`src/rtl/demux_pkg.sv`:
```
// -----------------------------------------------------------------------------
// demux_pkg
// Shared definitions for the demux serializer: FSM state encodings and the
// helper that sizes the bit counter.
// No ports (package).
// -----------------------------------------------------------------------------
package demux_pkg;

    // Code 2'd3 is unused; the FSM recovers from it to ST_IDLE.
    typedef enum logic [1:0] {
        ST_IDLE  = 2'd0,
        ST_SHIFT = 2'd1,
        ST_DONE  = 2'd2
    } state_t;

    // ceil(log2(width)) + 1 bits: always able to hold the value width.
    function automatic int bitcnt_width(input int width);
        return $clog2(width) + 1;
    endfunction

endpackage

```
`src/rtl/demux_serializer_if.sv`:
```
// -----------------------------------------------------------------------------
// demux_serializer_if
// Handshake and serial-output bundle between an upstream word source and the
// demux serializer.
//   in_valid/in_data/in_chan/flush : upstream -> serializer
//   in_ready                       : serializer -> upstream
//   a/en/s                         : serial bit, demux enable, demux select
//   busy/done                      : word-in-flight status, end-of-word pulse
// Modports: master = upstream side, slave = serializer side.
// -----------------------------------------------------------------------------
interface demux_serializer_if #(
    parameter int WIDTH = 8
);
    logic             in_valid;
    logic [WIDTH-1:0] in_data;
    logic             in_chan;
    logic             flush;
    logic             in_ready;
    logic             a;
    logic             en;
    logic             s;
    logic             busy;
    logic             done;

    modport master (
        output in_valid, in_data, in_chan, flush,
        input  in_ready, a, en, s, busy, done
    );

    modport slave (
        input  in_valid, in_data, in_chan, flush,
        output in_ready, a, en, s, busy, done
    );
endinterface

```
`src/rtl/ser_bitcnt.sv`:
```
// -----------------------------------------------------------------------------
// ser_bitcnt
// Counts SHIFT cycles of the serializer and flags the last bit of a word.
//   clk   : rising-edge clock
//   rst_n : asynchronous active-low reset
//   clr   : load zero (word accepted)
//   inc   : count one shifted bit
//   tc    : high while the counter holds WIDTH-1 (last bit on the line)
// -----------------------------------------------------------------------------
module ser_bitcnt
    import demux_pkg::*;
#(
    parameter int WIDTH = 8,
    parameter int CNT_W = bitcnt_width(WIDTH)
) (
    input  logic clk,
    input  logic rst_n,
    input  logic clr,
    input  logic inc,
    output logic tc
);

    logic [CNT_W-1:0] cnt_q;
    logic [CNT_W-1:0] cnt_d;

    always_comb begin
        cnt_d = cnt_q;
        if (clr) begin
            cnt_d = '0;
        end else if (inc) begin
            cnt_d = cnt_q + 1'b1;
        end
    end

    always_ff @(posedge clk or negedge rst_n) begin
        if (!rst_n) begin
            cnt_q <= '0;
        end else begin
            cnt_q <= cnt_d;
        end
    end

    assign tc = (cnt_q == CNT_W'(WIDTH - 1));

endmodule

```
`src/rtl/demux_serializer.sv`:
```
// -----------------------------------------------------------------------------
// demux_serializer
// Accepts a WIDTH-bit word plus a channel bit, then shifts it out LSB first on
// 'a' for WIDTH cycles with en=1 and s=channel, then pulses done for one
// cycle. flush aborts a word in flight; reset aborts it asynchronously.
//   clk   : rising-edge clock
//   rst_n : asynchronous active-low reset
//   bus   : demux_serializer_if.slave (handshake, serial outputs, status)
// Every output comes straight from a flop; the flops are loaded from the
// next-state decode so outputs change on the same edge as the state.
// -----------------------------------------------------------------------------
module demux_serializer
    import demux_pkg::*;
#(
    parameter int WIDTH = 8
) (
    input  logic                  clk,
    input  logic                  rst_n,
    demux_serializer_if.slave     bus
);

    state_t             state_q, state_d;
    logic [WIDTH-1:0]   shreg_q, shreg_d;
    logic               chan_q, chan_d;
    logic               in_ready_q, in_ready_d;
    logic               a_q, a_d;
    logic               en_q, en_d;
    logic               busy_q, busy_d;
    logic               done_q, done_d;
    logic               cnt_clr;
    logic               cnt_inc;
    logic               cnt_tc;

    ser_bitcnt #(
        .WIDTH (WIDTH)
    ) u_bitcnt (
        .clk   (clk),
        .rst_n (rst_n),
        .clr   (cnt_clr),
        .inc   (cnt_inc),
        .tc    (cnt_tc)
    );

    always_comb begin
        state_d = state_q;
        shreg_d = shreg_q;
        chan_d  = chan_q;
        cnt_clr = 1'b0;
        cnt_inc = 1'b0;

        case (state_q)
            ST_IDLE: begin
                // in_ready_q gates acceptance so nothing is taken on the
                // first edge after reset; flush blocks acceptance.
                if (bus.in_valid && in_ready_q && !bus.flush) begin
                    state_d = ST_SHIFT;
                    shreg_d = bus.in_data;
                    chan_d  = bus.in_chan;
                    cnt_clr = 1'b1;
                end
            end
            ST_SHIFT: begin
                if (bus.flush) begin
                    state_d = ST_IDLE;
                end else begin
                    shreg_d = shreg_q >> 1;
                    cnt_inc = 1'b1;
                    if (cnt_tc) begin
                        state_d = ST_DONE;
                    end
                end
            end
            ST_DONE: begin
                state_d = ST_IDLE;
            end
            default: begin
                state_d = ST_IDLE;
            end
        endcase

        // Output flops are decoded from the state being entered.
        in_ready_d = (state_d == ST_IDLE);
        en_d       = (state_d == ST_SHIFT);
        busy_d     = (state_d != ST_IDLE);
        done_d     = (state_d == ST_DONE);
        a_d        = en_d & shreg_d[0];
    end

    always_ff @(posedge clk or negedge rst_n) begin
        if (!rst_n) begin
            state_q    <= ST_IDLE;
            shreg_q    <= '0;
            chan_q     <= 1'b0;
            in_ready_q <= 1'b0;
            a_q        <= 1'b0;
            en_q       <= 1'b0;
            busy_q     <= 1'b0;
            done_q     <= 1'b0;
        end else begin
            state_q    <= state_d;
            shreg_q    <= shreg_d;
            chan_q     <= chan_d;
            in_ready_q <= in_ready_d;
            a_q        <= a_d;
            en_q       <= en_d;
            busy_q     <= busy_d;
            done_q     <= done_d;
        end
    end

    assign bus.in_ready = in_ready_q;
    assign bus.a        = a_q;
    assign bus.en       = en_q;
    assign bus.s        = chan_q;
    assign bus.busy     = busy_q;
    assign bus.done     = done_q;

endmodule

```
`src/flat_wrapper.sv`:
```
// flat-port wrapper written by rule: the top's interface ports become plain ports
module demux_serializer_flat import demux_pkg::*;
#(
    parameter int WIDTH = 8
)
  (clk, rst_n, bus_in_valid, bus_in_data, bus_in_chan, bus_flush, bus_in_ready, bus_a, bus_en, bus_s, bus_busy, bus_done);
  demux_serializer_if #(.WIDTH(WIDTH)) bus_i ();
  input  logic clk;
  input  logic rst_n;
  input wire logic [$bits(bus_i.in_valid)-1:0] bus_in_valid;
  input wire logic [$bits(bus_i.in_data)-1:0] bus_in_data;
  input wire logic [$bits(bus_i.in_chan)-1:0] bus_in_chan;
  input wire logic [$bits(bus_i.flush)-1:0] bus_flush;
  output wire logic [$bits(bus_i.in_ready)-1:0] bus_in_ready;
  output wire logic [$bits(bus_i.a)-1:0] bus_a;
  output wire logic [$bits(bus_i.en)-1:0] bus_en;
  output wire logic [$bits(bus_i.s)-1:0] bus_s;
  output wire logic [$bits(bus_i.busy)-1:0] bus_busy;
  output wire logic [$bits(bus_i.done)-1:0] bus_done;
  assign bus_i.in_valid = bus_in_valid;
  assign bus_i.in_data = bus_in_data;
  assign bus_i.in_chan = bus_in_chan;
  assign bus_i.flush = bus_flush;
  assign bus_in_ready = bus_i.in_ready;
  assign bus_a = bus_i.a;
  assign bus_en = bus_i.en;
  assign bus_s = bus_i.s;
  assign bus_busy = bus_i.busy;
  assign bus_done = bus_i.done;
  demux_serializer #(.WIDTH(WIDTH)) u_core (.clk(clk), .rst_n(rst_n), .bus(bus_i));
endmodule
```
`config.mk`:
```
export PLATFORM = sky130hd
export DESIGN_NAME = demux_serializer_flat
export DESIGN_NICKNAME = d
export VERILOG_FILES = /design/src/rtl/demux_pkg.sv /design/src/rtl/demux_serializer_if.sv /design/src/rtl/ser_bitcnt.sv /design/src/rtl/demux_serializer.sv /design/src/flat_wrapper.sv
export SDC_FILE = /design/constraint.sdc
export NUM_CORES = 1
export LEC_CHECK = 0
export CORE_MARGIN = 3
export CORE_UTILIZATION = 47
export CTS_CLUSTER_DIAMETER = 50
export CTS_CLUSTER_SIZE = 8
export DETAILED_ROUTE_END_ITERATION = 8
export PLACE_DENSITY = 0.77
export SLEW_MARGIN = 5
export SYNTH_ARGS = -nofsm -noshare
export SYNTH_HDL_FRONTEND = slang
export SYNTH_SLANG_ARGS = --single-unit
```
`constraint.sdc`:
```
create_clock -name clk -period 1.85 [get_ports clk]
set_clock_uncertainty 0.1 [all_clocks]
set_input_delay 0.555 -clock clk [delete_from_list [all_inputs] [get_ports clk]]
set_output_delay 0.555 -clock clk [all_outputs]
set_load 0.01 [all_outputs]
```
==> results.toml, run 1 <==
[global_routing]
grt.overflow.total = 0
antenna_found_initial = 0
grt_pass1_wl_um = 2500
use_met2_pct = 25.9
top_usage_layer = "met2"
grt_max_degree = 20
met3_usage_pct = 3.38
grt_pass1_vias = 575
grt_use_met1_pct = 20.2
grt_usage_pct = 16.2

[power]
p_leak_nw = 0.554
ir_worst_vdd_v = 0.000574
powerDensity_nw_per_um2 = 899

[critical_path]
path_class = "reg2out"
crit_path_top_delay_cell = "clkdlybuf4s50_1"
cp_max_fo = 1
critPathArrivalTime_ns = 1.12
cp-end-kind = "output port"
crit_buf_inv = 1
crit_path_start_kind = "register"
critical_path_required_ns = 1.19
cp_cell_sequence = "clkdlybuf4s50_1"
slowest_delay_ns = 0.52
crit_family = "buffers and inverters"

[logic_synthesis]
synth.cell_area_sq_um = 810
yosysWarnings = 0
ys.flop_type = "dfrtp_1"
yosys-top-cells-area = "dfrtp_1, a221o_1, and2_1, nor4_4, xnor2_1"
syn_inst = 64
yosys.area.top_type_share_pct = 58.7
synthesis.nets = 78
synth-edff-count = 0
ys_seq_elements = 19
synthTopCellsByCount = "dfrtp_1, a221o_1, and2_1"
yosysTopAreaCell = "dfrtp_1"
yosysSeqAreaShare_pct = 58.7
yosysMostFrequentCell = "dfrtp_1"
avgSynthCellArea_sq_um = 12.6
ys_async_sr_fraction_pct = 100
synth_cell_types = 25

[layout]
fin_nets = 104
fin_util_pct = 69.1
diodes = 0
area_delta_synth_final_pct = 33.1
final-instance-count-excl-fill = 105
n_fill_cell = 113
drive_above_1_share_pct = 13.5
final_cell_area_sq_um = 1080
largest_registers = "u_core.shreg_q x7, u_core.u_bitcnt.cnt_q x4, u_core.state_q x2"
largest_reg_flops = 7
top_register = "u_core.shreg_q"

[placed_design]
dp_hpwl_um = 1040
placed_cell_area_sq_um = 1030
gp_congestion = 0.730
port_buffers = 18
placed_cells = 101

[detailed_routing]
drcViolationCount = 0
drtAntennaViolNets = 0
wl_per_cell_um = 14.0
dr.pass1.iters = 4
drt-total-wl_um = 1470
drt_iter0_drc = 7
via_count = 595
viasPerCell = 5.67

[timing]
timing.fmax_mhz = 562
setup_violations = 0
period_needed_ns = 1.78
tns_ns = 0
period_share_pct = 96.2
hold-worst-slack_ns = 0.406
hold_viol_final = 0
drv_slew = 0
worst_pin_slew_ns = 0.331
rsz0062_at_grt = "false"
maxSlewHeadroom_pct = 77.8

[clocking]
cts.clk_slew.worst_paths_ns = 0.10
clock_path_buffers = 2
htreeDepth = 1
cts_sinks = 19
numCtsBuffers = 3
cts_setup_buffers = 0
cts_tree = "done"
clockRootBuffer = "clkbuf_4"
clkLatencyLatePin_ns = 0.27

[die]
ios = 19
die_h_um = 47.5
start_util_pct = 51.9
die_width_um = 47.5
coreArea_sq_um = 1560
die-area_sq_um = 2260
rows = 14

[job]
maxCapViolCount = 0

[worst_hold_path]
hold_path_class = "reg2reg"

[status]
status = "finished, final reports clean"
==> per-stage QoR <==
step                      setup slack (ns)  total power [mW]
after global placement              -0.271             0.776
after floorplan                      0.303             0.681
after global routing                0.0132              1.04
after CTS                           0.0217             0.980
after detailed placement            -0.274             0.786
final                               0.0707             0.969
==> cell families (layout without fill, tap and decap cells) <==
| group | Yosys count | in the layout | synth area share, % |
|---|---|---|---|
| compound gates | 12 | 12 | 12.8 |
| buf+inv | 5 | 30 | 3.56 |
| xor+xnor | 2 | 2 | 2.16 |
| fa+ha+maj | 1 | 1 | 1.55 |
| flops | 19 | 19 | 58.7 |
| simple gates | 23 | 23 | 18.5 |
| mux | 2 | 2 | 2.63 |
==> power breakdown <==
group	internal [mW]	total [mW]	switching [mW]	leakage, nW
combinational	0.135	0.224	0.0888	0.294
sequential	0.498	0.551	0.0528	0.245
clock	0.0834	0.194	0.110	0.0150
total	0.717	0.969	0.252	0.554
==> cell type report <==
| type | count | area [sq um] | share of cell area, % |
|---|---|---|---|
| Sequential cell | 19 | 475 | 44.1 |
| Inverter | 2 | 7.51 | 0.697 |
| Tap cell | 16 | 20.0 | 1.86 |
| Multi-Input combinational cell | 40 | 310 | 28.8 |
| Clock buffer | 4 | 26.3 | 2.44 |
| Timing Repair Buffer | 24 | 238 | 22.1 |
==> per-layer routing <==
layer	vias to the layer above	part of all wire [%]	routed length (um)
met5	-	0	0
met2	13	52	770
li1	278	-	-
met3	4	4.0	59
met4	0	2.2	33
met1	300	41	611
==> worst paths after layout <==
check                                            startpoint                            end  slack [ns]  cells after the start
worst max-delay path              u_core.bus.done$_DFF_PN0_                       bus_done        0.07                      1
worst min-delay path               u_core.bus.s$_DFFE_PN0P_       u_core.bus.s$_DFFE_PN0P_        0.41                      1
worst max register to register  u_core.state_q[1]$_DFF_PN0_  u_core.shreg_q[6]$_DFFE_PN0P_        0.40                      2
worst min register to register     u_core.bus.s$_DFFE_PN0P_       u_core.bus.s$_DFFE_PN0P_        0.41                      1
max in group asynchronous                             rst_n    u_core.state_q[0]$_DFF_PN0_        0.95                      2
min in group asynchronous                             rst_n      u_core.bus.done$_DFF_PN0_        0.51                      2
==> cells in the final DEF, fill, tap and decap left out, types with 2 or more instances in the layout <==
cell and n:
inv_1 2, nand2_1 4, clkbuf_4 3, dfrtp_1 19, dlymetal6s2s_1 4, buf_4 5, a21oi_1 2, clkdlybuf4s50_1 13
a221o_1 6, xnor2_1 2, a21o_1 2, and2_1 6, nor2_1 4
==> timing repair <==
action                                  in CTS  in global routing
gates resized for setup                      1                  6
hold buffers                                 0                  0
endpoints found under the setup margin       1                 11
(Power assumes the default switching activity.)
==> run 2: changes to the inputs <==
GPL_TIMING_DRIVEN = 0   (was default)
==> run 2 against run 1 <==
Against the previous run: hold slack worse by 0.015 ns; global-route usage is 0.69 points lower; power is 0.17% lower; clock power is 5% higher; via count is 3.7% lower; count of clock-buffer cells in the layout stayed put; final cell count is 1.9% lower; final area is 2.1% lower; fmax is 1.4% lower.
==> results.toml, run 2 (same netlist as run 1, synthesis figures left out) <==
[detailed_routing]
drt_iter0_drc = 7
viasPerCell = 5.56
via_count = 573
drcViolationCount = 0
dr.pass1.iters = 2
wl_per_cell_um = 13.6
drtAntennaViolNets = 0
drt-total-wl_um = 1400

[global_routing]
antenna_found_initial = 0
grt_pass1_wl_um = 2390
grt_usage_pct = 15.5
grt.overflow.total = 0
grt_max_degree = 20
grt_pass1_vias = 562

[critical_path]
critPathArrivalTime_ns = 1.15
critical_path_required_ns = 1.19
slowest_delay_ns = 0.53
crit_path_start_kind = "register"
cp_cell_sequence = "clkdlybuf4s50_1"
cp-end-kind = "output port"
cp_max_fo = 1
crit_path_top_delay_cell = "clkdlybuf4s50_1"
path_class = "reg2out"
crit_buf_inv = 1
crit_family = "buffers and inverters"

[layout]
layout_common_cells = "dfrtp_1, clkdlybuf4s50_1, and2_1, a221o_1"
final_common_cell = "dfrtp_1"
top_register = "u_core.shreg_q"
n_fill_cell = 135
area_delta_synth_final_pct = 30.3
diodes = 0
largest_registers = "u_core.shreg_q x7, u_core.u_bitcnt.cnt_q x4, u_core.state_q x2"
fin_nets = 102
drive_above_1_share_pct = 10.3
largest_reg_flops = 7

[die]
start_util_pct = 51.9
ios = 19
die-area_sq_um = 2260
die_h_um = 47.5
coreArea_sq_um = 1560
die_width_um = 47.5
rows = 14

[timing]
period_share_pct = 97.5
worst_pin_slew_ns = 0.829
hold-worst-slack_ns = 0.391
hold_viol_final = 0
timing.fmax_mhz = 554
setup_violations = 0
maxSlewHeadroom_pct = 44.6
setup_slack_ns = 0.0459
rsz0062_at_grt = "false"
period_needed_ns = 1.80
drv_slew = 0

[job]
maxCapViolCount = 0

[clocking]
numCtsBuffers = 3
cts_sinks = 19
ctsHoldBuffers = 0
clkLatencyLatePin_ns = 0.29
htreeDepth = 1
cts.clk_slew.worst_paths_ns = 0.10
clockRootBuffer = "clkbuf_4"
clock_path_buffers = 2
cts_tree = "done"

[placed_design]
gp_congestion = 0.713
port_buffers = 18
dp_slack_ns = -0.332
dp_hpwl_um = 997

[power]
p_leak_nw = 0.539
ir_worst_vdd_v = 0.000498
powerDensity_nw_per_um2 = 917

[worst_hold_path]
hold_path_class = "reg2reg"

[status]
status = "finished, final reports clean"
run 2: layout make-up:
| type | count | area [sq um] | share of cell area [%] |
|---|---|---|---|
| Clock buffer | 4 | 26.3 | 2.49 |
| Inverter | 2 | 7.51 | 0.712 |
| Multi-Input combinational cell | 40 | 305 | 28.9 |
| Timing Repair Buffer | 19 | 196 | 18.6 |
| Tap cell | 16 | 20.0 | 1.90 |
| Buffer | 3 | 23.8 | 2.25 |
| Sequential cell | 19 | 475 | 45.1 |
run 2: through the flow:
stage | area [sq um] | TNS, ns | util [%] | cells | power, mW
CTS | 1040 | 0 | 66.9 | 103 | 0.984
global placement | 1010 | -3.97 | 64.8 | 98 | 0.770
detailed placement | 1010 | -4.05 | 64.8 | 98 | 0.776
finish | 1050 | 0 | 67.7 | 103 | 0.967
floorplan | 810 | 0 | - | 64 | 0.681
global route | 1050 | 0 | 67.7 | 103 | 1.03
run 2: layer usage:
| layer | global-route usage [%] | wire, um | share of wire, % |
|---|---|---|---|
| met4 | 9.94 | 35 | 2.5 |
| met1 | 18.4 | 622 | 45 |
| met5 | 0 | 0 | 0 |
| met3 | 3.38 | 71 | 5.1 |
| met2 | 25.4 | 666 | 48 |
run 2: timing repair:
item / 4_1_cts / 5_1_grt
buffers inserted: 1 / 0
resized for setup: 1 / 6
endpoints found under the setup margin: 3 / 10
pin swaps: 1 / 0
run 2: worst paths after layout:
path | start | end | slack (ns) | cells after the start
max | u_core.bus.en$_DFF_PN0_ | bus_en | 0.05 | 1
min | u_core.bus.s$_DFFE_PN0P_ | u_core.bus.s$_DFFE_PN0P_ | 0.39 | 1
max reg2reg | u_core.state_q[1]$_DFF_PN0_ | u_core.shreg_q[6]$_DFFE_PN0P_ | 0.33 | 3
min reg2reg | u_core.bus.s$_DFFE_PN0P_ | u_core.bus.s$_DFFE_PN0P_ | 0.39 | 1
max in group asynchronous | rst_n | u_core.u_bitcnt.cnt_q[3]$_DFFE_PN0P_ | 0.51 | 1
min in group asynchronous | rst_n | u_core.state_q[0]$_DFF_PN0_ | 0.63 | 1
run 2: report_power, final:
group / internal [mW] / switching, mW / leakage, nW
Combinational: 0.130 / 0.0838 / 0.279
Clock: 0.0840 / 0.119 / 0.0150
Sequential: 0.498 / 0.0522 / 0.245
==> run 3: changes to the inputs <==
CORE_MARGIN = 2   (was 3)
==> run 3 against run 2 <==
Against the previous run: power increased by 1.2%; wire length grew 2.9%; global-route usage rose by 2.1 points; combinational power is 2% higher; core utilization increased by 0.16 points; final area is 0.24% higher; sequential power hardly changed; fmax grew 1.6%; critical endpoint is now u_core.shreg_q[4]$_DFFE_PN0P_.
==> results.toml, run 3 (same netlist as run 1, synthesis figures left out) <==
[status]
status = "finished, final reports clean"

[layout]
n_fill_cell = 125
layout_common_cells = "dfrtp_1, clkdlybuf4s50_1, and2_1, a221o_1, dlymetal6s2s_1"
largest_registers = "u_core.shreg_q x7, u_core.u_bitcnt.cnt_q x4, u_core.state_q x2"
fin_nets = 102
drive_above_1_share_pct = 10.3
diodes = 0
area_delta_synth_final_pct = 30.6
top_register = "u_core.shreg_q"
largest_reg_flops = 7
final_common_cell = "dfrtp_1"

[critical_path]
crit_path_start_kind = "input port"
critical_path_required_ns = 1.93
path_class = "in2reg"
rr_worst_depth = 3
critPathLaunch = "bus_in_valid"
cp_max_fo = 9
endpoint = "u_core.shreg_q[4]$_DFFE_PN0P_"
rrSetupSlack_ns = 0.32
critPathArrivalTime_ns = 1.86
cp-end-kind = "register"
r2r-end = "u_core.shreg_q[4]$_DFFE_PN0P_"
r2r_start = "u_core.state_q[1]$_DFF_PN0_"

[clocking]
clockRootBuffer = "clkbuf_4"
numCtsBuffers = 3
htreeDepth = 1
clock_path_buffers = 2
cts_sinks = 19
cts.clk_slew.worst_paths_ns = 0.09
clkLatencyLatePin_ns = 0.30
cts_tree = "done"

[timing]
setup_violations = 0
rsz0062_at_grt = "false"
setup_slack_ns = 0.0747
period_needed_ns = 1.78
timing.fmax_mhz = 563
hold_viol_final = 0
worst_pin_slew_ns = 0.834
drv_slew = 0
tns_ns = 0
period_share_pct = 96.0
maxSlewHeadroom_pct = 44.2

[die]
coreArea_sq_um = 1560
ios = 19
die_h_um = 45.5
die-area_sq_um = 2070
start_util_pct = 51.9
die_width_um = 45.5
rows = 14

[global_routing]
antenna_found_initial = 0
grt_usage_pct = 17.7
grt_max_degree = 20
grt.overflow.total = 0
grt_pass1_vias = 536
grt_pass1_wl_um = 2480

[power]
ir_worst_vdd_v = 0.000548
p_leak_nw = 0.572
power_uw = 978
powerDensity_nw_per_um2 = 925

[job]
maxCapViolCount = 0

[placed_design]
port_buffers = 18
dp_hpwl_um = 1000
dp_slack_ns = -0.338
gp_congestion = 0.724

[worst_hold_path]
hold_start = "u_core.bus.s$_DFFE_PN0P_"
hold_path_class = "reg2reg"

[detailed_routing]
dr.pass1.iters = 4
via_count = 578
drt_iter0_drc = 8
wl_per_cell_um = 13.9
drcViolationCount = 0
viasPerCell = 5.61
drt-total-wl_um = 1440
drtAntennaViolNets = 0
==> run 3: how the worst min path moves through the flow <==
stage,slack [ns],cells past startpoint,end
5_1_grt,0.43,1,u_core.shreg_q[5]$_DFFE_PN0P_
3_3_place_gp,0.37,1,u_core.bus.s$_DFFE_PN0P_
6_report,0.39,1,u_core.bus.s$_DFFE_PN0P_
4_1_cts,0.40,1,u_core.bus.s$_DFFE_PN0P_
2_1_floorplan,0.16,0,u_core.bus.a$_DFF_PN0_
3_5_place_dp,0.38,1,u_core.bus.s$_DFFE_PN0P_
==> run 3: where the power goes <==
part / leakage, nW / switching [mW] / internal (mW)
logic: 0.312 / 0.0871 / 0.130
registers: 0.245 / 0.0532 / 0.498
clock network: 0.0150 / 0.126 / 0.0841
total: 0.572 / 0.266 / 0.712
==> run 3: cell type report <==
type	count	area (sq um)	area share, %
inverter	2	7.51	0.710
clock buffer	4	26.3	2.49
timing repair buffer	19	201	19.1
buffer	3	21.3	2.01
tap	16	20.0	1.89
sequential	19	475	45.0
multi-input combinational	40	305	28.9
==> run 3: timing repair <==
action / 4_1_cts / 5_1_grt
setup buffers: 1 / 0
cloned: 0 / 0
hold buffers: 0 / 0
pin swaps: 1 / 0
setup endpoints to repair: 2 / 12
resized for setup: 1 / 6
==> run 3: routing by layer <==
metal	share of wire (%)	track usage [%]
met5	0	0
met4	2.0	10.6
met3	4.6	5.16
met2	48	26.5
met1	46	22.4
==> run 3: worst max-delay path: stages <==
cell and delay [ns]:
clkdlybuf4s50_1 0.48, a21oi_1 0.06, or3_1 0.32, buf_6 0.15, a221o_1 0.30
==> run 3: per-stage QoR <==
stage                     cell area [sq um]  std cells  hold slack [ns]  utilization, %
after floorplan                         810         64            0.159               -
after global placement                 1010         98            0.368            64.8
final                                  1060        103            0.388            67.8
after global routing                   1060        103            0.430            67.8
after CTS                              1040        103            0.400            66.9
after detailed placement               1010         98            0.377            64.8
